$ cat config.mk
export PLATFORM = sky130hd
export DESIGN_NAME = demo_clkctl
export DESIGN_NICKNAME = d
export VERILOG_FILES = /design/src/rtl/demo_clkctl.sv
export SDC_FILE = /design/constraint.sdc
export NUM_CORES = 1
export LEC_CHECK = 0
export CAP_MARGIN = 25
export CORE_ASPECT_RATIO = 0.8
export CORE_UTILIZATION = 40
export CTS_CLUSTER_DIAMETER = 120
export DETAILED_ROUTE_END_ITERATION = 10
export PLACE_DENSITY = 0.69
export SLEW_MARGIN = 20
export SYNTH_ARGS = -nofsm -noshare
export SYNTH_HDL_FRONTEND = slang
export SYNTH_SLANG_ARGS = --single-unit
$ cat constraint.sdc
create_clock -name CLK_IN -period 2.84 [get_ports CLK_IN]
set_clock_uncertainty 0.2 [all_clocks]
set_input_delay 0.568 -clock CLK_IN [delete_from_list [all_inputs] [get_ports CLK_IN]]
set_output_delay 0.568 -clock CLK_IN [all_outputs]
set_load 0.05 [all_outputs]
$ cat src/rtl/demo_clkctl.sv
// Board clock-control sequencer: qualifies DCM lock, sequences DCM and core
// resets, and produces per-channel divided clock-enable strobes while running.
module demo_clkctl #(
  parameter int NUM_CE      = 2,
  parameter int DIV_W       = 8,
  parameter int DCM_RST_CYC = 4,
  parameter int LOCK_FILT   = 16,
  parameter int RETRY_CYC   = 4096,
  parameter int RST_HOLD    = 32
) (
  input  logic                    CLK_IN,
  input  logic                    RST_N,
  input  logic                    LOCK_IN,
  input  logic [NUM_CE*DIV_W-1:0] DIV,
  output logic                    DCM_RST,
  output logic                    SYS_RST,
  output logic                    READY,
  output logic [NUM_CE-1:0]       CE,
  output logic [7:0]              RELOCK_CNT
);

  localparam int TMR_MAX_A = (DCM_RST_CYC > RETRY_CYC) ? DCM_RST_CYC : RETRY_CYC;
  localparam int TMR_MAX   = (TMR_MAX_A > RST_HOLD) ? TMR_MAX_A : RST_HOLD;
  localparam int TMR_W     = $clog2(TMR_MAX + 1);
  localparam int FILT_W    = $clog2(LOCK_FILT + 1);

  typedef enum logic [1:0] {
    RESET_DCM = 2'd0,
    WAIT_LOCK = 2'd1,
    HOLD      = 2'd2,
    RUN       = 2'd3
  } state_t;

  state_t              state_reg, state_next;
  logic [TMR_W-1:0]    tmr_reg, tmr_next;
  logic [FILT_W-1:0]   filt_reg, filt_next;
  logic [7:0]          relock_reg, relock_next;
  logic                sync1_reg, lock_s_reg;
  logic                dcm_rst_reg, sys_rst_reg, ready_reg;

  // Two-flop synchroniser for the asynchronous DCM LOCKED signal
  always_ff @(posedge CLK_IN or negedge RST_N) begin
    if (!RST_N) begin
      sync1_reg  <= 1'b0;
      lock_s_reg <= 1'b0;
    end else begin
      sync1_reg  <= LOCK_IN;
      lock_s_reg <= sync1_reg;
    end
  end

  always_ff @(posedge CLK_IN or negedge RST_N) begin
    if (!RST_N) begin
      state_reg   <= RESET_DCM;
      tmr_reg     <= '0;
      filt_reg    <= '0;
      relock_reg  <= 8'd0;
      dcm_rst_reg <= 1'b1;
      sys_rst_reg <= 1'b1;
      ready_reg   <= 1'b0;
    end else begin
      state_reg   <= state_next;
      tmr_reg     <= tmr_next;
      filt_reg    <= filt_next;
      relock_reg  <= relock_next;
      dcm_rst_reg <= (state_next == RESET_DCM);
      sys_rst_reg <= (state_next != RUN);
      ready_reg   <= (state_next == RUN);
    end
  end

  always_comb begin
    state_next  = state_reg;
    tmr_next    = tmr_reg + 1'b1;
    filt_next   = '0;
    relock_next = relock_reg;
    case (state_reg)
      RESET_DCM: begin
        if (tmr_reg == TMR_W'(DCM_RST_CYC - 1))
          state_next = WAIT_LOCK;
      end
      WAIT_LOCK: begin
        if (lock_s_reg)
          filt_next = (filt_reg == FILT_W'(LOCK_FILT)) ? filt_reg : filt_reg + 1'b1;
        // Timeout is checked first so it wins over a lock accepted in the same cycle
        if (tmr_reg == TMR_W'(RETRY_CYC - 1))
          state_next = RESET_DCM;
        else if (filt_reg == FILT_W'(LOCK_FILT))
          state_next = HOLD;
      end
      HOLD: begin
        if (!lock_s_reg)
          state_next = RESET_DCM;
        else if (tmr_reg == TMR_W'(RST_HOLD - 1))
          state_next = RUN;
      end
      RUN: begin
        tmr_next = '0;
        if (!lock_s_reg) begin
          state_next  = RESET_DCM;
          relock_next = (relock_reg == 8'hFF) ? relock_reg : relock_reg + 8'd1;
        end
      end
      default: state_next = RESET_DCM;
    endcase
    if (state_next != state_reg)
      tmr_next = '0;
    if (state_next != WAIT_LOCK)
      filt_next = '0;
  end

  assign DCM_RST    = dcm_rst_reg;
  assign SYS_RST    = sys_rst_reg;
  assign READY      = ready_reg;
  assign RELOCK_CNT = relock_reg;

  // Divide ratios are registered so CE depends only on flops; a ratio change
  // below the running count simply wraps the counter without a strobe.
  generate
    for (genvar gi = 0; gi < NUM_CE; gi++) begin : g_ce
      logic [DIV_W-1:0] div_reg;
      logic [DIV_W-1:0] cnt_reg;

      always_ff @(posedge CLK_IN or negedge RST_N) begin
        if (!RST_N) begin
          div_reg <= '0;
          cnt_reg <= '0;
        end else begin
          div_reg <= DIV[gi*DIV_W +: DIV_W];
          if (state_reg != RUN)
            cnt_reg <= '0;
          else if (cnt_reg >= div_reg)
            cnt_reg <= '0;
          else
            cnt_reg <= cnt_reg + 1'b1;
        end
      end

      assign CE[gi] = ready_reg & (cnt_reg == div_reg);
    end
  endgenerate

endmodule

==> results of run 1 <==
## layout by cell type (no fill, tap or decap), types with 2 or more instances in the layout
cell | netlist | layout
a211o_1 | 3 | 3
a211oi_1 | 21 | 21
a21o_1 | 6 | 6
a21oi_1 | 5 | 5
and3_1 | 6 | 6
buf_4 | 0 | 9
bufinv_16 | 0 | 3
clkbuf_8 | 0 | 10
clkdlybuf4s50_1 | 0 | 28
dfrtp_1 | 63 | 63
dfstp_2 | 2 | 2
ha_1 | 22 | 22
inv_1 | 28 | 28
mux2i_1 | 2 | 2
nand2_1 | 13 | 13
nand2b_1 | 2 | 2
nand3_1 | 19 | 19
nand4_1 | 6 | 6
nor2_1 | 13 | 13
nor3_1 | 8 | 8
nor4_1 | 6 | 6
nor4_2 | 9 | 9
nor4_4 | 2 | 2
o211ai_1 | 2 | 2
xnor2_1 | 13 | 13
xor2_1 | 20 | 20
## synthesized netlist by cell type (2+ instances only)
cell type,instances,area [um^2]
ha_1,22,275
nor2_1,13,48.8
and3_1,6,37.5
clkbuf_1,2,7.51
a21oi_1,5,25.0
nand4_1,6,37.5
xnor2_1,13,114
a21o_1,6,45.0
dfrtp_1,63,1580
a211oi_1,21,158
mux2i_1,2,20.0
nand2b_1,2,12.5
o211ai_1,2,15.0
nor4_2,9,113
dfstp_2,2,52.6
a211o_1,3,26.3
nor4_1,6,37.5
nor4_4,2,42.5
buf_2,2,10.0
nand2_1,13,48.8
nand3_1,19,95.1
nor3_1,8,40.0
xor2_1,20,175
inv_1,28,105
## critical path, cell delays in order (launching register included)
cell and delay (ns):
dfrtp_1 0.43, ha_1 0.31, nand4_1 0.13, nor3_1 0.24
buf_4 0.24
## area by class of cell
type,count,area share [%]
Inverter,28,2.64
Timing Repair Buffer,39,9.12
Clock inverter,5,2.58
Tap cell,108,3.40
Multi-Input combinational cell,193,37.8
Sequential cell,65,40.9
Clock buffer,11,3.55
## power by group through the flow
stage / Clock, mW / Combinational, mW / Sequential (mW)
finish: 0.958 / 0.135 / 1.00
global route: 1.02 / 0.154 / 1.01
CTS: 0.983 / 0.137 / 1.00
detailed placement: 0 / 0.134 / 1.02
global placement: 0 / 0.132 / 1.02
floorplan: 0 / 0.0751 / 1.01
## kinds of logic (layout without fill, tap and decap cells)
| kind of cell | count (synthesis) | after routing | synth area share [%] |
|---|---|---|---|
| AO/OA/AOI/OAI | 42 | 42 | 9.46 |
| XOR/XNOR | 33 | 33 | 8.85 |
| adder cells (fa/ha/maj) | 22 | 22 | 8.43 |
| buffers and inverters | 33 | 83 | 4.10 |
| flip-flops | 65 | 65 | 49.9 |
| multiplexers | 3 | 3 | 0.957 |
| AND/OR/NAND/NOR | 93 | 93 | 18.3 |
## what timing repair did
action / in CTS / in global routing
hold endpoints to repair: 17 / 0
setup buffers: 0 / 0
gates resized for setup: 0 / 0
hold buffers: 1 / 0
## per-layer routing
layer,GRT usage (%),up-vias,share of wire [%],routed length [um]
met1,21.2,1108,47,2900
met4,6.15,0,0.86,53
met5,0,-,0,0
met2,25.6,32,48,2970
met3,4.97,6,3.5,218
li1,-,1139,-,-
## per-stage QoR
stage / std cells / area (um^2) / power, mW / worst slack, ns / hold WS (ns)
2_1_floorplan: 291 / 3270 / 1.09 / 0.167 / 0.0724
3_3_place_gp: 432 / 3730 / 1.15 / 0.744 / 0.138
3_5_place_dp: 432 / 3730 / 1.15 / 0.699 / 0.137
4_1_cts: 449 / 3980 / 2.12 / 0.326 / 0.155
5_1_grt: 449 / 3980 / 2.19 / 0.260 / 0.160
6_report: 449 / 3980 / 2.09 / 0.373 / 0.152
## how the worst max path moves through the flow
stage                                 startpoint                   end  cells after the start
floorplan           g_ce[1].cnt_reg[5]$_DFF_PN0_                 CE[1]                      3
global placement    g_ce[1].cnt_reg[5]$_DFF_PN0_                 CE[1]                      4
detailed placement          tmr_reg[0]$_DFF_PN0_  tmr_reg[2]$_DFF_PN0_                      6
CTS                 g_ce[0].cnt_reg[5]$_DFF_PN0_                 CE[0]                      4
global route        g_ce[0].cnt_reg[5]$_DFF_PN0_                 CE[0]                      4
finish              g_ce[0].cnt_reg[5]$_DFF_PN0_                 CE[0]                      4
==> results_dict.tcl, run 1 <==
set metrics [dict create \
    setup_viol_count_final 0 \
    switching_share_pct 22.1 \
    post_drt_via_cell_ratio 5.09 \
    finalMaxSlewViolations 0 \
    critPathLaunchType "flip-flop" \
    grt_pass1_vias 2329 \
    critical_path_required_ns 2.07 \
    finalSetupTns_ns 0 \
    combinationalPowerShare_pct 6.4 \
    clockBufferDepth 2 \
    cp-end-kind "output port" \
    dr_total_vias 2285 \
    die_x_um 103 \
    whs_path_depth 0 \
    p_switching_mw 0.463 \
    place_congestion 0.807 \
    ios 32 \
    pwr-share-clk_pct 45.7 \
    period_minus_slack_ns 2.47 \
    overflow 0 \
    clk_pin_slew_ns 0.08 \
    dp_hpwl_um 4310 \
    drive_gt1_share_pct 12.9 \
    cts_tree "built" \
    cts-root-buf "clkbuf_8" \
    clock_latency_ns 0.34 \
    hold_violations 0 \
    synth.avg_cell_area_um2 11.2 \
    ys_types 40 \
    numClockSinks 65 \
    track_usage_pct 16.4 \
    cp.arrival_ns 1.70 \
    drtAntennaViolNets 0 \
    max_cap_violations 0 \
    drc 0 \
    ys_async_sr_fraction_pct 100 \
    postLayoutCoreUtil_pct 50.3 \
    antenna_found_initial 0 \
    synth_edf_count 0 \
    tightest_slew_ns 0.619 \
    hold_path_class "flip-flop to flip-flop" \
    reg2regPathDepth 6 \
    portBuffers 31 \
    ir_drop_mv 0.261 \
    die_area_mm2 0.00853 \
    worstHoldStart "sync1_reg$_DFF_PN0_" \
    nFillCells 728 \
    htree_levels 3 \
    ys_seq_area_share_pct 49.9 \
    avgRoutedWirePerCell_um 13.7 \
    maxSlewHeadroom_pct 58.5 \
    rsz0062_at_grt "false" \
    grt_max_degree 27 \
    nets 377 \
    seqPwrFrac_pct 47.8 \
    wirelength_um 6150 \
    grt_pass1_wl_um 10800 \
    fmax_mhz 405 \
    multi_input_area_mm2 0.00150 \
    num_rows 29 \
    synthCells 291 \
    ys_seq_elements 65 \
    core_mm2 0.00791 \
    syn_nets 332 \
    hold_end "lock_s_reg$_DFF_PN0_" \
    first_pass_iters 5 \
    p_int_mw 1.63 \
    reg2reg_from "tmr_reg[0]$_DFF_PN0_" \
    power_density_mw_per_mm2 526 \
    fin_crit_sh_pct 86.9 \
    synth_area_mm2 0.00327 \
    p_leak_nw 1.80 \
    path_class "flip-flop to output port" \
    rr_endpoint "tmr_reg[2]$_DFF_PN0_" \
    synth-warning-count 0 \
    die_h_um 82.8 \
    status "complete, no violations" \
    reg2reg_slack_ns 0.67 \
    start_util_pct 41.3 \
    crit_fanout 4 \
    regArea_mm2 0.00163 \
    synthFlopType "dfrtp_1" \
    drt_iter0_markers 102 \
    syn2layout_area_growth_pct 21.8 \
    cts_buffers 9 \
    diodes 0 \
]
Power figures use the tool's default switching activity.
==> inputs of run 2 (changes only) <==
Settings changed: CORE_ASPECT_RATIO 0.8 to default, CORE_UTILIZATION 40 to 55, PLACE_DENSITY 0.69 to 0.87, SKIP_CTS_REPAIR_TIMING from default to 1.
==> run 2 against run 1 <==
Against the previous run:
- critical path depth did not move
- largest power group unchanged
- clock power is 30% lower
- count of clock-buffer cells in the layout grew 2
- setup slack got worse by 0.013 ns
- sequential cell count unchanged
- routed wire length rose by 2.5%
- cell count is 8.7% lower
- via count grew 2.4%
- power shrank 14%
- highest routed layer unchanged
==> results_dict.tcl, run 2 (synthesized netlist as in run 1, its figures left out) <==
set metrics [dict create \
    max_cap_violations 0 \
    drt_iter0_markers 118 \
    final_cell_mix "63 x dfrtp_1, 28 x inv_1, 28 x clkdlybuf4s50_1, 22 x ha_1, 21 x a211oi_1" \
    place_congestion 0.889 \
    p_leak_nw 1.75 \
    path_class "flip-flop to output port" \
    overflow 0 \
    portBuffers 31 \
    die_x_um 79.1 \
    finalMaxSlewViolations 0 \
    fin_crit_sh_pct 87.3 \
    placed_cells 394 \
    avgRoutedWirePerCell_um 15.4 \
    drive_gt1_share_pct 11.8 \
    nFillCells 415 \
    first_pass_iters 4 \
    syn2layout_area_growth_pct 17.7 \
    seqPwrFrac_pct 55.5 \
    critical_path_required_ns 2.07 \
    layout_commonest_cell "dfrtp_1" \
    rsz0062_at_grt "false" \
    finalSetupTns_ns 0 \
    htree_levels 3 \
    cts-root-buf "clkbuf_8" \
    tightest_slew_ns 0.663 \
    ir_drop_mv 0.374 \
    nets 374 \
    status "complete, no violations" \
    clockBufferDepth 2 \
    hold_path_class "input pin to asynchronous set/reset pin" \
    dp_hpwl_um 4470 \
    cp-end-kind "output port" \
    maxSlewHeadroom_pct 55.5 \
    dr_total_vias 2339 \
    fin_cells 410 \
    reg2reg_slack_ns 0.62 \
    die_h_um 79.1 \
    antenna_found_initial 0 \
    diodes 0 \
    grt_pass1_vias 2421 \
    power_density_mw_per_mm2 471 \
    hold_violations 0 \
    reg2reg_from "tmr_reg[0]$_DFF_PN0_" \
    multi_input_area_mm2 0.00150 \
    crit_fanout 4 \
    grt_max_degree 66 \
    pwr-share-clk_pct 37.0 \
    cts_buffers 9 \
    period_minus_slack_ns 2.48 \
    clock_latency_ns 0.34 \
    regArea_mm2 0.00163 \
    die_area_mm2 0.00625 \
    switching_share_pct 24.6 \
    combinationalPowerShare_pct 7.6 \
    core_mm2 0.00561 \
    wirelength_um 6300 \
    numClockSinks 65 \
    grt_pass1_wl_um 10800 \
    cp.arrival_ns 1.71 \
    post_drt_via_cell_ratio 5.70 \
    drc 0 \
    ios 32 \
    p_int_mw 1.36 \
    critPathLaunchType "flip-flop" \
    start_util_pct 58.3 \
    crit_start "g_ce[0].cnt_reg[5]$_DFF_PN0_" \
    num_rows 27 \
    drtAntennaViolNets 0 \
    track_usage_pct 22.8 \
    p_switching_mw 0.445 \
    setup_viol_count_final 0 \
    clk_pin_slew_ns 0.07 \
    fmax_mhz 403 \
    cts_tree "built" \
]
run 2: cell count changes in the layout (fill, tap and decap cells not counted):
cell           before  now
dlygate4sd3_1       1    0
clkinv_2            1    2
clkbuf_1            1    3
buf_12              0    1
buf_4               9    6
bufinv_16           3    0
run 2: metrics by stage:
step | hold WS (ns) | instance area (um^2) | worst slack, ns | utilization [%] | power, mW
floorplan | 0.0724 | 3270 | 0.167 | - | 1.09
finish | 0.0200 | 3840 | 0.360 | 68.6 | 1.81
detailed placement | 0.140 | 3680 | 0.658 | 65.6 | 1.16
global route | 0.0551 | 3840 | 0.263 | 68.6 | 1.89
CTS | 0.0348 | 3840 | 0.326 | 68.6 | 1.83
global placement | 0.134 | 3680 | 0.793 | 65.6 | 1.15
run 2: metal layers:
metal | GRT usage (%) | vias up | wire length [um]
met2 | 41.0 | 54 | 3250
met5 | 0 | - | 0
met3 | 7.82 | 10 | 307
met4 | 7.09 | 0 | 76
met1 | 25.2 | 1148 | 2670
li1 | - | 1127 | -
run 2: cell type report:
cell class | count | area share, %
tap | 72 | 2.34
multi-input combinational | 193 | 39.1
timing repair buffer | 36 | 9.11
inverter | 28 | 2.73
clock buffer | 13 | 3.87
clock inverter | 3 | 0.456
sequential | 65 | 42.4
run 2: worst paths after layout:
path / to / depth (start not counted)
min: g_ce[0].div_reg[7]$_DFF_PN0_ / 2
max: CE[0] / 4
min reg2reg: lock_s_reg$_DFF_PN0_ / 0
max reg2reg: tmr_reg[2]$_DFF_PN0_ / 6
min in group CLK_IN: lock_s_reg$_DFF_PN0_ / 0
max in group asynchronous: SYS_RST$_DFF_PN1_ / 2
run 2: power by group through the flow:
stage	clock, mW	combinational, mW	sequential, mW
floorplan	0	0.0751	1.01
global placement	0	0.130	1.02
detailed placement	0	0.138	1.02
CTS	0.689	0.140	1.00
global route	0.725	0.155	1.01
finish	0.669	0.137	1.00
run 2: critical path: stages (launching register included):
cell and delay (ns):
dfrtp_1 0.43, ha_1 0.31, nand4_1 0.15, nor3_1 0.24, buf_4 0.24
